`config.mk`:
```
export PLATFORM = sky130hd
export DESIGN_NAME = pxs_ball_motion_ctrl
export DESIGN_NICKNAME = d
export VERILOG_FILES = /design/src/rtl/pxs_pkg.sv /design/src/rtl/pxs_axis_step.sv /design/src/rtl/pxs_ball_motion_ctrl.sv
export SDC_FILE = /design/constraint.sdc
export NUM_CORES = 1
export LEC_CHECK = 0
export CAP_MARGIN = 0
export CORE_ASPECT_RATIO = 1.1
export CORE_MARGIN = 4
export CORE_UTILIZATION = 30
export DETAILED_ROUTE_END_ITERATION = 6
export GPL_TIMING_DRIVEN = 0
export PLACE_DENSITY_LB_ADDON = 0.3
export SLEW_MARGIN = 0
export SYNTH_ARGS = -nofsm -noshare
export SYNTH_HDL_FRONTEND = slang
export SYNTH_SLANG_ARGS = --single-unit
```
`constraint.sdc`:
```
create_clock -name px_clk -period 5.84 [get_ports px_clk]
set_input_delay 0.584 -clock px_clk [delete_from_list [all_inputs] [get_ports px_clk]]
set_output_delay 0.584 -clock px_clk [all_outputs]
set_load 0.05 [all_outputs]
```
`src/rtl/pxs_pkg.sv`:
```
// Shared definitions for the ball-motion sequencer: pixel-stream field
// positions, FSM state type and the coordinate type.
package pxs_pkg;

  // Bit positions inside the 26-bit pixel stream word
  localparam int PX_ACTIVE  = 0;
  localparam int PX_VS      = 1;
  localparam int PX_HS      = 2;
  localparam int PX_YC_LSB  = 3;
  localparam int PX_YC_MSB  = 12;
  localparam int PX_XC_LSB  = 13;
  localparam int PX_XC_MSB  = 22;
  localparam int PX_RGB_LSB = 23;
  localparam int PX_RGB_MSB = 25;

  typedef logic [9:0] coord_t;

  typedef enum logic [2:0] {
    ST_IDLE     = 3'd0,
    ST_WAIT_EOF = 3'd1,
    ST_UPD_X    = 3'd2,
    ST_UPD_Y    = 3'd3,
    ST_COMMIT   = 3'd4
  } state_e;

endpackage

```
`src/rtl/pxs_axis_step.sv`:
```
// One-axis motion step: advance position p by s in direction d, reflecting
// at [p_min, p_max]. Arithmetic is done 11 bits wide so p+s never wraps.
module pxs_axis_step
  import pxs_pkg::*;
(
  input  logic [9:0] p,
  input  logic       d,
  input  logic [4:0] s,
  input  logic [9:0] p_min,
  input  logic [9:0] p_max,
  output logic [9:0] p_nxt,
  output logic       d_nxt,
  output logic       bounce
);

  logic [10:0] p_ext, s_ext, sum, diff, lo_thr;

  // Step/reflect; zero speed is a pure hold so a ball parked on a limit
  // does not keep reporting bounces.
  always_comb begin
    p_ext  = {1'b0, p};
    s_ext  = {6'd0, s};
    sum    = p_ext + s_ext;
    diff   = p_ext - s_ext;
    lo_thr = {1'b0, p_min} + s_ext;
    p_nxt  = p;
    d_nxt  = d;
    bounce = 1'b0;
    if (s != 5'd0) begin
      if (!d) begin
        if (sum >= {1'b0, p_max}) begin
          p_nxt  = p_max;
          d_nxt  = 1'b1;
          bounce = 1'b1;
        end else begin
          p_nxt = sum[9:0];
        end
      end else begin
        if (p_ext < lo_thr) begin
          p_nxt  = p_min;
          d_nxt  = 1'b0;
          bounce = 1'b1;
        end else begin
          p_nxt = diff[9:0];
        end
      end
    end
  end

endmodule

```
`src/rtl/pxs_ball_motion_ctrl.sv`:
```
// Per-frame bouncing-logo sequencer. Waits for the last visible pixel,
// steps X then Y through one shared axis unit, and commits both axes and
// any pending speed change together so the overlay sees a stable frame.
module pxs_ball_motion_ctrl
  import pxs_pkg::*;
#(
  parameter int VISIBLECOLS = 640,
  parameter int VISIBLEROWS = 480,
  parameter int WIDTH_LOGO  = 80,
  parameter int HEIGHT_LOGO = 96,
  parameter int BORDER      = 0,
  parameter int MAX_SPEED   = 20,
  parameter int INIT_SPEED  = 1
) (
  input  logic        px_clk,
  input  logic        rst_n,
  input  logic [25:0] RGBStr_i,
  input  logic        launch,
  input  logic        pause,
  input  logic        inc_vel,
  input  logic        dec_vel,
  output logic [9:0]  x_logo,
  output logic [9:0]  y_logo,
  output logic [4:0]  speed,
  output logic        dx,
  output logic        dy,
  output logic        bounce_x,
  output logic        bounce_y,
  output logic        running
);

  localparam coord_t     X_MIN   = coord_t'(BORDER);
  localparam coord_t     X_MAX   = coord_t'(VISIBLECOLS - WIDTH_LOGO - BORDER);
  localparam coord_t     Y_MIN   = coord_t'(BORDER);
  localparam coord_t     Y_MAX   = coord_t'(VISIBLEROWS - HEIGHT_LOGO - BORDER);
  localparam coord_t     X_RST   = coord_t'((VISIBLECOLS - WIDTH_LOGO) / 4);
  localparam coord_t     Y_RST   = coord_t'((VISIBLEROWS - HEIGHT_LOGO) / 2);
  localparam coord_t     XC_LAST = coord_t'(VISIBLECOLS - 1);
  localparam coord_t     YC_LAST = coord_t'(VISIBLEROWS - 1);
  localparam logic [4:0] SPD_MAX = 5'(MAX_SPEED);
  localparam logic [4:0] SPD_RST = 5'(INIT_SPEED);

  state_e state, state_nxt;
  coord_t xc, yc;
  logic   eof;
  logic   unused_px;

  coord_t st_p, st_p_nxt, st_min, st_max;
  logic   st_d, st_d_nxt, st_bounce, upd_y;

  coord_t x_sh, y_sh;
  logic   dx_sh, dy_sh, bx_sh;
  logic   inc_pend, dec_pend;

  assign xc  = RGBStr_i[PX_XC_MSB:PX_XC_LSB];
  assign yc  = RGBStr_i[PX_YC_MSB:PX_YC_LSB];
  assign eof = (xc == XC_LAST) && (yc == YC_LAST);

  // Colour and sync bits are carried on the tap but play no part here
  assign unused_px = ^{RGBStr_i[PX_RGB_MSB:PX_RGB_LSB], RGBStr_i[PX_HS],
                       RGBStr_i[PX_VS], RGBStr_i[PX_ACTIVE]};

  assign running = (state != ST_IDLE);

  // Next-state: wait for an unpaused eof, then three fixed update cycles
  always_comb begin
    state_nxt = state;
    case (state)
      ST_IDLE:     if (launch) state_nxt = ST_WAIT_EOF;
      ST_WAIT_EOF: if (eof && !pause) state_nxt = ST_UPD_X;
      ST_UPD_X:    state_nxt = ST_UPD_Y;
      ST_UPD_Y:    state_nxt = ST_COMMIT;
      ST_COMMIT:   state_nxt = ST_WAIT_EOF;
      default:     state_nxt = ST_IDLE;
    endcase
  end

  // State register
  always_ff @(posedge px_clk or negedge rst_n) begin
    if (!rst_n) state <= ST_IDLE;
    else        state <= state_nxt;
  end

  // Shared step unit sees Y during UPD_Y and X otherwise; the committed
  // position is still the pre-step one while either axis is being stepped.
  assign upd_y  = (state == ST_UPD_Y);
  assign st_p   = upd_y ? y_logo : x_logo;
  assign st_d   = upd_y ? dy     : dx;
  assign st_min = upd_y ? Y_MIN  : X_MIN;
  assign st_max = upd_y ? Y_MAX  : X_MAX;

  pxs_axis_step u_step (
    .p      (st_p),
    .d      (st_d),
    .s      (speed),
    .p_min  (st_min),
    .p_max  (st_max),
    .p_nxt  (st_p_nxt),
    .d_nxt  (st_d_nxt),
    .bounce (st_bounce)
  );

  // Capture per-axis step results until both are ready
  always_ff @(posedge px_clk or negedge rst_n) begin
    if (!rst_n) begin
      x_sh  <= X_RST;
      y_sh  <= Y_RST;
      dx_sh <= 1'b0;
      dy_sh <= 1'b0;
      bx_sh <= 1'b0;
    end else begin
      if (state == ST_UPD_X) begin
        x_sh  <= st_p_nxt;
        dx_sh <= st_d_nxt;
        bx_sh <= st_bounce;
      end
      if (state == ST_UPD_Y) begin
        y_sh  <= st_p_nxt;
        dy_sh <= st_d_nxt;
      end
    end
  end

  // Bounce flags are registered out of UPD_Y so they are high exactly in COMMIT
  always_ff @(posedge px_clk or negedge rst_n) begin
    if (!rst_n) begin
      bounce_x <= 1'b0;
      bounce_y <= 1'b0;
    end else begin
      bounce_x <= upd_y && bx_sh;
      bounce_y <= upd_y && st_bounce;
    end
  end

  // Publish both axes at once in COMMIT
  always_ff @(posedge px_clk or negedge rst_n) begin
    if (!rst_n) begin
      x_logo <= X_RST;
      y_logo <= Y_RST;
      dx     <= 1'b0;
      dy     <= 1'b0;
    end else if (state == ST_COMMIT) begin
      x_logo <= x_sh;
      y_logo <= y_sh;
      dx     <= dx_sh;
      dy     <= dy_sh;
    end
  end

  // Sticky speed requests; COMMIT applies one step and keeps any pulse
  // that lands in the COMMIT cycle itself for the next frame.
  always_ff @(posedge px_clk or negedge rst_n) begin
    if (!rst_n) begin
      speed    <= SPD_RST;
      inc_pend <= 1'b0;
      dec_pend <= 1'b0;
    end else if (state == ST_COMMIT) begin
      if (inc_pend && !dec_pend && speed != SPD_MAX) speed <= speed + 5'd1;
      if (dec_pend && !inc_pend && speed != 5'd0)    speed <= speed - 5'd1;
      inc_pend <= inc_vel;
      dec_pend <= dec_vel;
    end else begin
      inc_pend <= inc_pend | inc_vel;
      dec_pend <= dec_pend | dec_vel;
    end
  end

endmodule

```
==> impl_metrics.env, run 1 <==
export IMPL_syn_inst=457
export IMPL_slowest_stage="a211oi_1"
export IMPL_clk_pin_slew_ns=0.06
export IMPL_synth_main_ff_cell="dfrtp_1"
export IMPL_finalNonFillerCells=683
export IMPL_diodes=0
export IMPL_status="finished, final reports clean"
export IMPL_hold_viol=0
export IMPL_yosys_warnings=0
export IMPL_tns_ns=0
export IMPL_num_rows=42
export IMPL_start_kind="register"
export IMPL_setup_ws_ns=0.382
export IMPL_grt_pass1_wl_um=19100
export IMPL_numCtsBuffers=9
export IMPL_cp_num_buf_inv=6
export IMPL_drc=0
export IMPL_tritoncts="done"
export IMPL_yosys_register_bits=57
export IMPL_fmaxAchievable_mhz=183
export IMPL_crit_type="register to register"
export IMPL_dp_slack_ns=0.239
export IMPL_cpPeakStageDelay_ns=0.54
export IMPL_avgSynthCellArea_sq_um=8.34
export IMPL_track_usage_pct=16.7
export IMPL_rsz0062_at_grt="no"
export IMPL_crit_chain="buf_2 -> nand3b_1 -> buf_4 -> buf_2 -> clkbuf_2 -> nand2_1 -> nand2_1 -> ha_1 -> buf_4 -> nor2b_1 -> a211oi_1 -> o21ai_0 -> xnor2_1 -> ha_1 -> a21o_1 -> a21o_1 -> o21a_1 -> nor4_4 -> buf_6 -> a31oi_1 -> o21ai_0"
export IMPL_total_power_w=0.000923
export IMPL_drv_cap=0
export IMPL_clock_path_buffers=2
export IMPL_core_area_sq_mm=0.0122
export IMPL_cp_required_ns=6.09
export IMPL_fin_worst_skew_ns=0.00799
export IMPL_cp_max_fo=10
export IMPL_end_kind="register"
export IMPL_ir_drop_mv=0.121
export IMPL_crit_arrival_ns=5.71
export IMPL_p_seq_share_pct=43.0
export IMPL_internal_power_w=0.000705
export IMPL_setup_viol=0
export IMPL_grt_pass1_vias=3651
export IMPL_cp_top_family="compound AO/OA/AOI/OAI gates"
export IMPL_final_nets=578
export IMPL_clkPwrFrac_pct=53.5
export IMPL_holdWs_ns=0.191
export IMPL_synth_edf_count=0
export IMPL_io_pins=62
export IMPL_wl_um=11600
export IMPL_syn_nets=511
export IMPL_die_height_um=126
export IMPL_die_area_sq_mm=0.0146
export IMPL_comb_power_share_pct=3.5
export IMPL_overflow=0
export IMPL_place_gp_congestion=0.933
export IMPL_synthToLayoutAreaGrowth_pct=27.3
export IMPL_drive_gt1_share_pct=10.6
export IMPL_antenna_found_initial=0
export IMPL_cts_root_buf="clkbuf_16"
export IMPL_insertion_delay_ns=0.33
export IMPL_fin_crit_ns=5.46
export IMPL_vias=3557
export IMPL_switching_power_w=0.000219
export IMPL_layout_common_cells="111 x nand2_1, 54 x clkdlybuf4s50_1, 46 x dfrtp_1, 36 x o21ai_0, 25 x a21oi_1"
export IMPL_wl_per_cell_um=17.0
export IMPL_io_buffers=55
export IMPL_slew_headroom_pct=25.5
export IMPL_ys_types=61
export IMPL_post_route_period_util_pct=93.5
export IMPL_final_common_cell="nand2_1"
export IMPL_cts_sinks=57
export IMPL_grt_max_degree=41
export IMPL_place_hpwl_um=8880
export IMPL_slew_violations=0
export IMPL_ys_seq_area_share_pct=37.8
export IMPL_holdCritPathClass="primary input to asynchronous set/reset pin"
export IMPL_cts_setup_buffers=0
export IMPL_syn_area_sq_mm=0.00381
export IMPL_power_density_mw_per_mm2=190
export IMPL_drt_iter0_markers=196
export IMPL_async_flop_share_pct=100
export IMPL_dpl_cell_count=667
export IMPL_leakagePower_nw=2.19
export IMPL_die_width_um=115
export IMPL_worst_pin_slew_ns=1.11
export IMPL_first_pass_iters=4
export IMPL_start_util_pct=31.1
export IMPL_antenna_left=0
export IMPL_swShare_pct=23.7
export IMPL_cts_max_level=3
export IMPL_vias_per_cell=5.21
-- logic make-up after synthesis --
kind of cell    share of synthesized area, %
xor+xnor                                3.68
buf+inv                                 4.56
compound gates                          19.4
mux                                     2.59
fa+ha+maj                               7.81
flops                                   37.8
simple gates                            24.1
-- sequential cells by signal (all words and copies together) (netlist names), 3 cells and up --
register	cells
y_sh	10
state	3
speed	5
y_logo	10
x_logo	10
x_sh	10
-- through the flow --
step / util, % / area [sq um]
floorplan: - / 3810
CTS: 39.6 / 4850
finish: 39.6 / 4850
detailed placement: 37.3 / 4570
global placement: 37.2 / 4550
global route: 39.6 / 4850
-- cell usage after synthesis (2+ instances only) --
cell type,instances,share of area (%)
buf_2,4,0.53
o2111ai_1,2,0.46
ha_1,19,6.2
buf_1,2,0.20
o31ai_1,6,1.2
a21o_1,9,1.8
xnor2_1,10,2.3
nand2b_1,4,0.66
dfstp_2,11,7.6
and3_1,2,0.33
nor3_1,10,1.3
and2_1,4,0.66
o211ai_1,2,0.39
buf_6,2,0.59
o21ai_0,36,4.7
o311ai_0,2,0.46
clkbuf_1,12,1.2
nor2b_1,8,1.3
mux2i_1,5,1.3
dfrtp_1,46,30
nand3_1,12,1.6
a21oi_2,2,0.46
a221oi_1,3,0.69
o22ai_1,3,0.49
o21ai_1,2,0.26
nand2_1,111,11
mux2_2,3,0.89
nor2_1,24,2.4
xor2_1,6,1.4
fa_1,3,1.6
nand4_1,4,0.66
buf_4,2,0.39
a21oi_1,25,3.3
nand3b_1,3,0.59
o21a_1,3,0.59
a31oi_1,8,1.3
or3_1,5,0.82
nand4b_1,2,0.46
inv_1,17,1.7
o31ai_2,2,0.66
-- cell type report --
type / instances / area (sq um)
buffer: 22 / 111
clock buffer: 9 / 225
clock inverter: 7 / 55.1
fill: 1274 / 7390
inverter: 17 / 63.8
multi-input combinational: 361 / 2200
sequential: 57 / 1440
tap: 154 / 193
timing repair buffer: 56 / 566
-- what timing repair did --
action / 4_1_cts / 5_1_grt
resized for setup: 0 / 1
setup endpoints to repair: 0 / 15
hold buffers: 0 / 0
-- routing by layer --
| layer | track usage [%] | vias to the layer above | part of all wire (%) |
|---|---|---|---|
| met1 | 22.2 | 1736 | 45 |
| met3 | 3.21 | 17 | 4.6 |
| li1 | - | 1727 | - |
| met4 | 4.90 | 0 | 2.2 |
| met2 | 27.4 | 77 | 48 |
| met5 | 0 | - | 0 |
-- worst paths after layout --
check / from / slack, ns / end / cells after the start
setup / recovery: state[2] / 0.38 / y_sh[6] / 21
hold / removal: rst_n / 0.19 / speed[3] / 1
setup reg to reg: state[2] / 0.38 / y_sh[6] / 21
hold reg to reg: x_sh[7] / 0.45 / x_logo[7] / 2
max in group asynchronous: rst_n / 5.01 / x_sh[7] / 2
min in group px_clk: x_sh[7] / 0.45 / x_logo[7] / 2
-- power groups by stage --
| stage | sequential (W) | combinational, W | clock (W) |
|---|---|---|---|
| after global placement | 0.000404 | 0.0000311 | 0 |
| after global routing | 0.000397 | 0.0000353 | 0.000520 |
| after detailed placement | 0.000404 | 0.0000332 | 0 |
| after CTS | 0.000397 | 0.0000332 | 0.000504 |
| final | 0.000397 | 0.0000324 | 0.000494 |
| after floorplan | 0.000404 | 0.00000557 | 0 |
Power figures use the tool's default switching activity.
==> run 2, diff against run 1 <==
Settings changed: SLEW_MARGIN 0 to 20.
==> impl_metrics.env, run 2 (synthesis results as in run 1) <==
export IMPL_drc=0
export IMPL_dpl_cell_count=666
export IMPL_place_hpwl_um=8820
export IMPL_r2r_slack_ns=0.39
export IMPL_insertion_delay_ns=0.34
export IMPL_fin_worst_skew_ns=0.00829
export IMPL_wl_um=11600
export IMPL_cp_max_fo=10
export IMPL_setup_ws_ns=0.386
export IMPL_grt_pass1_vias=3646
export IMPL_slowest_stage="a211oi_1"
export IMPL_worst_pin_slew_ns=1.06
export IMPL_leakagePower_nw=2.19
export IMPL_cts_root_buf="clkbuf_16"
export IMPL_cpPeakStageDelay_ns=0.54
export IMPL_die_area_sq_mm=0.0146
export IMPL_reg2reg_depth=21
export IMPL_final_nets=577
export IMPL_drv_cap=0
export IMPL_num_rows=42
export IMPL_drt_iter0_markers=215
export IMPL_final_common_cell="nand2_1"
export IMPL_setup_viol=0
export IMPL_cts_sinks=57
export IMPL_layout_common_cells="111 x nand2_1, 54 x clkdlybuf4s50_1, 46 x dfrtp_1, 36 x o21ai_0, 25 x a21oi_1"
export IMPL_io_pins=62
export IMPL_cp_required_ns=6.09
export IMPL_vias_per_cell=5.24
export IMPL_die_width_um=115
export IMPL_vias=3573
export IMPL_fin_crit_ns=5.45
export IMPL_drive_gt1_share_pct=10.2
export IMPL_dp_slack_ns=0.228
export IMPL_place_gp_congestion=0.933
export IMPL_clock_path_buffers=2
export IMPL_place_area_sq_mm=0.00455
export IMPL_fmaxAchievable_mhz=183
export IMPL_first_pass_iters=5
export IMPL_post_route_period_util_pct=93.4
export IMPL_antenna_left=0
export IMPL_slew_violations=0
export IMPL_synthToLayoutAreaGrowth_pct=27.2
export IMPL_cts_setup_buffers=0
export IMPL_tritoncts="done"
export IMPL_power_density_mw_per_mm2=198
export IMPL_core_area_sq_mm=0.0122
export IMPL_diodes=0
export IMPL_r2r_start="state[2]"
export IMPL_finalNonFillerCells=682
export IMPL_slew_headroom_pct=28.7
export IMPL_clk_pin_slew_ns=0.06
export IMPL_overflow=0
export IMPL_status="finished, final reports clean"
export IMPL_die_height_um=126
export IMPL_io_buffers=55
export IMPL_grt_max_degree=58
export IMPL_ir_drop_mv=0.148
export IMPL_end_kind="register"
export IMPL_crit_arrival_ns=5.71
export IMPL_tns_ns=0
export IMPL_grt_pass1_wl_um=19300
export IMPL_wl_per_cell_um=17.0
export IMPL_rsz0062_at_grt="no"
export IMPL_holdCritPathClass="primary input to asynchronous set/reset pin"
export IMPL_cts_max_level=3
export IMPL_start_kind="register"
export IMPL_crit_reg2reg_capture="x_sh[2]"
export IMPL_start_util_pct=31.1
export IMPL_crit_type="register to register"
export IMPL_antenna_found_initial=0
export IMPL_track_usage_pct=16.9
export IMPL_crit_chain="buf_2 -> nand3b_1 -> buf_4 -> buf_2 -> clkbuf_2 -> nand2_1 -> nand2_1 -> ha_1 -> buf_4 -> nor2b_1 -> a211oi_1 -> o21ai_0 -> xnor2_1 -> ha_1 -> a21o_1 -> a21o_1 -> o21a_1 -> nor4_4 -> buf_6 -> a31oi_1 -> o21ai_0"
export IMPL_numCtsBuffers=9
export IMPL_fin_area_sq_mm=0.00485
export IMPL_hold_viol=0
==> run 2: changes by cell type in the layout (fill, tap and decap cells not counted) <==
cell,delta
clkinv_4,-1
clkbuf_1,+1
bufinv_16,+1
buf_2,-1
buf_4,+1
inv_6,-1
buf_12,-1
==> run 2: cell type report <==
type | instances | area, sq um
fillers | 1280 | 7390
multi-input cells | 361 | 2200
flip-flops and latches | 57 | 1440
repair buffers | 55 | 548
clock buffers | 10 | 229
well taps | 154 | 193
plain buffers | 22 | 111
clock inverters | 6 | 67.6
inverters | 17 | 63.8
==> run 2: through the flow <==
stage	utilization (%)	hold WS, ns	total power [W]
after floorplan	-	0.288	0.000409
after global placement	37.2	0.442	0.000435
after detailed placement	37.2	0.447	0.000435
after CTS	39.6	0.339	0.000964
after global routing	39.6	0.366	0.000987
final	39.6	0.293	0.000962
==> run 2: worst max-delay path by stage <==
stage              end  slack [ns]     start  cells after the start
6_report       x_sh[2]        0.39  state[2]                     21
5_1_grt        x_sh[2]        0.14  state[2]                     21
4_1_cts        x_sh[2]        0.19  state[2]                     21
3_5_place_dp   x_sh[2]        0.23  state[2]                     21
3_3_place_gp   y_sh[6]        0.23  state[2]                     21
2_1_floorplan  y_sh[5]        1.54  state[2]                     22
==> run 2: critical path, delay by kind of cell (launching register included) <==
family / cells / cell delay (ns)
AOI/OAI and AO/OA: 7 / 1.76
buffers and inverters: 6 / 1.39
and+or+nand+nor: 5 / 0.91
adders and majority gates: 2 / 0.57
xor gates and xnor gates: 1 / 0.40
DFF: 1 / 0.32
==> run 2: what timing repair did <==
action | in CTS | in global routing
endpoints found under the setup margin | 0 | 11
resized for setup | 0 | 1
hold buffers | 0 | 0
==> run 2: power breakdown <==
part / internal, W / switching, W / total [W]
Clock: 0.000331 / 0.000202 / 0.000534
Combinational: 0.0000173 / 0.0000136 / 0.0000310
Sequential: 0.000396 / 0.000000745 / 0.000397
Total: 0.000745 / 0.000217 / 0.000962
==> run 2: metal layers <==
layer | vias to the layer above | wire [um] | share of wire (%) | GRT usage [%]
met5 | - | 0 | 0 | 0
met4 | 0 | 170 | 1.5 | 4.97
met3 | 15 | 567 | 4.9 | 2.50
met2 | 106 | 5670 | 49 | 28.2
met1 | 1720 | 5200 | 45 | 22.4
li1 | 1732 | - | - | -
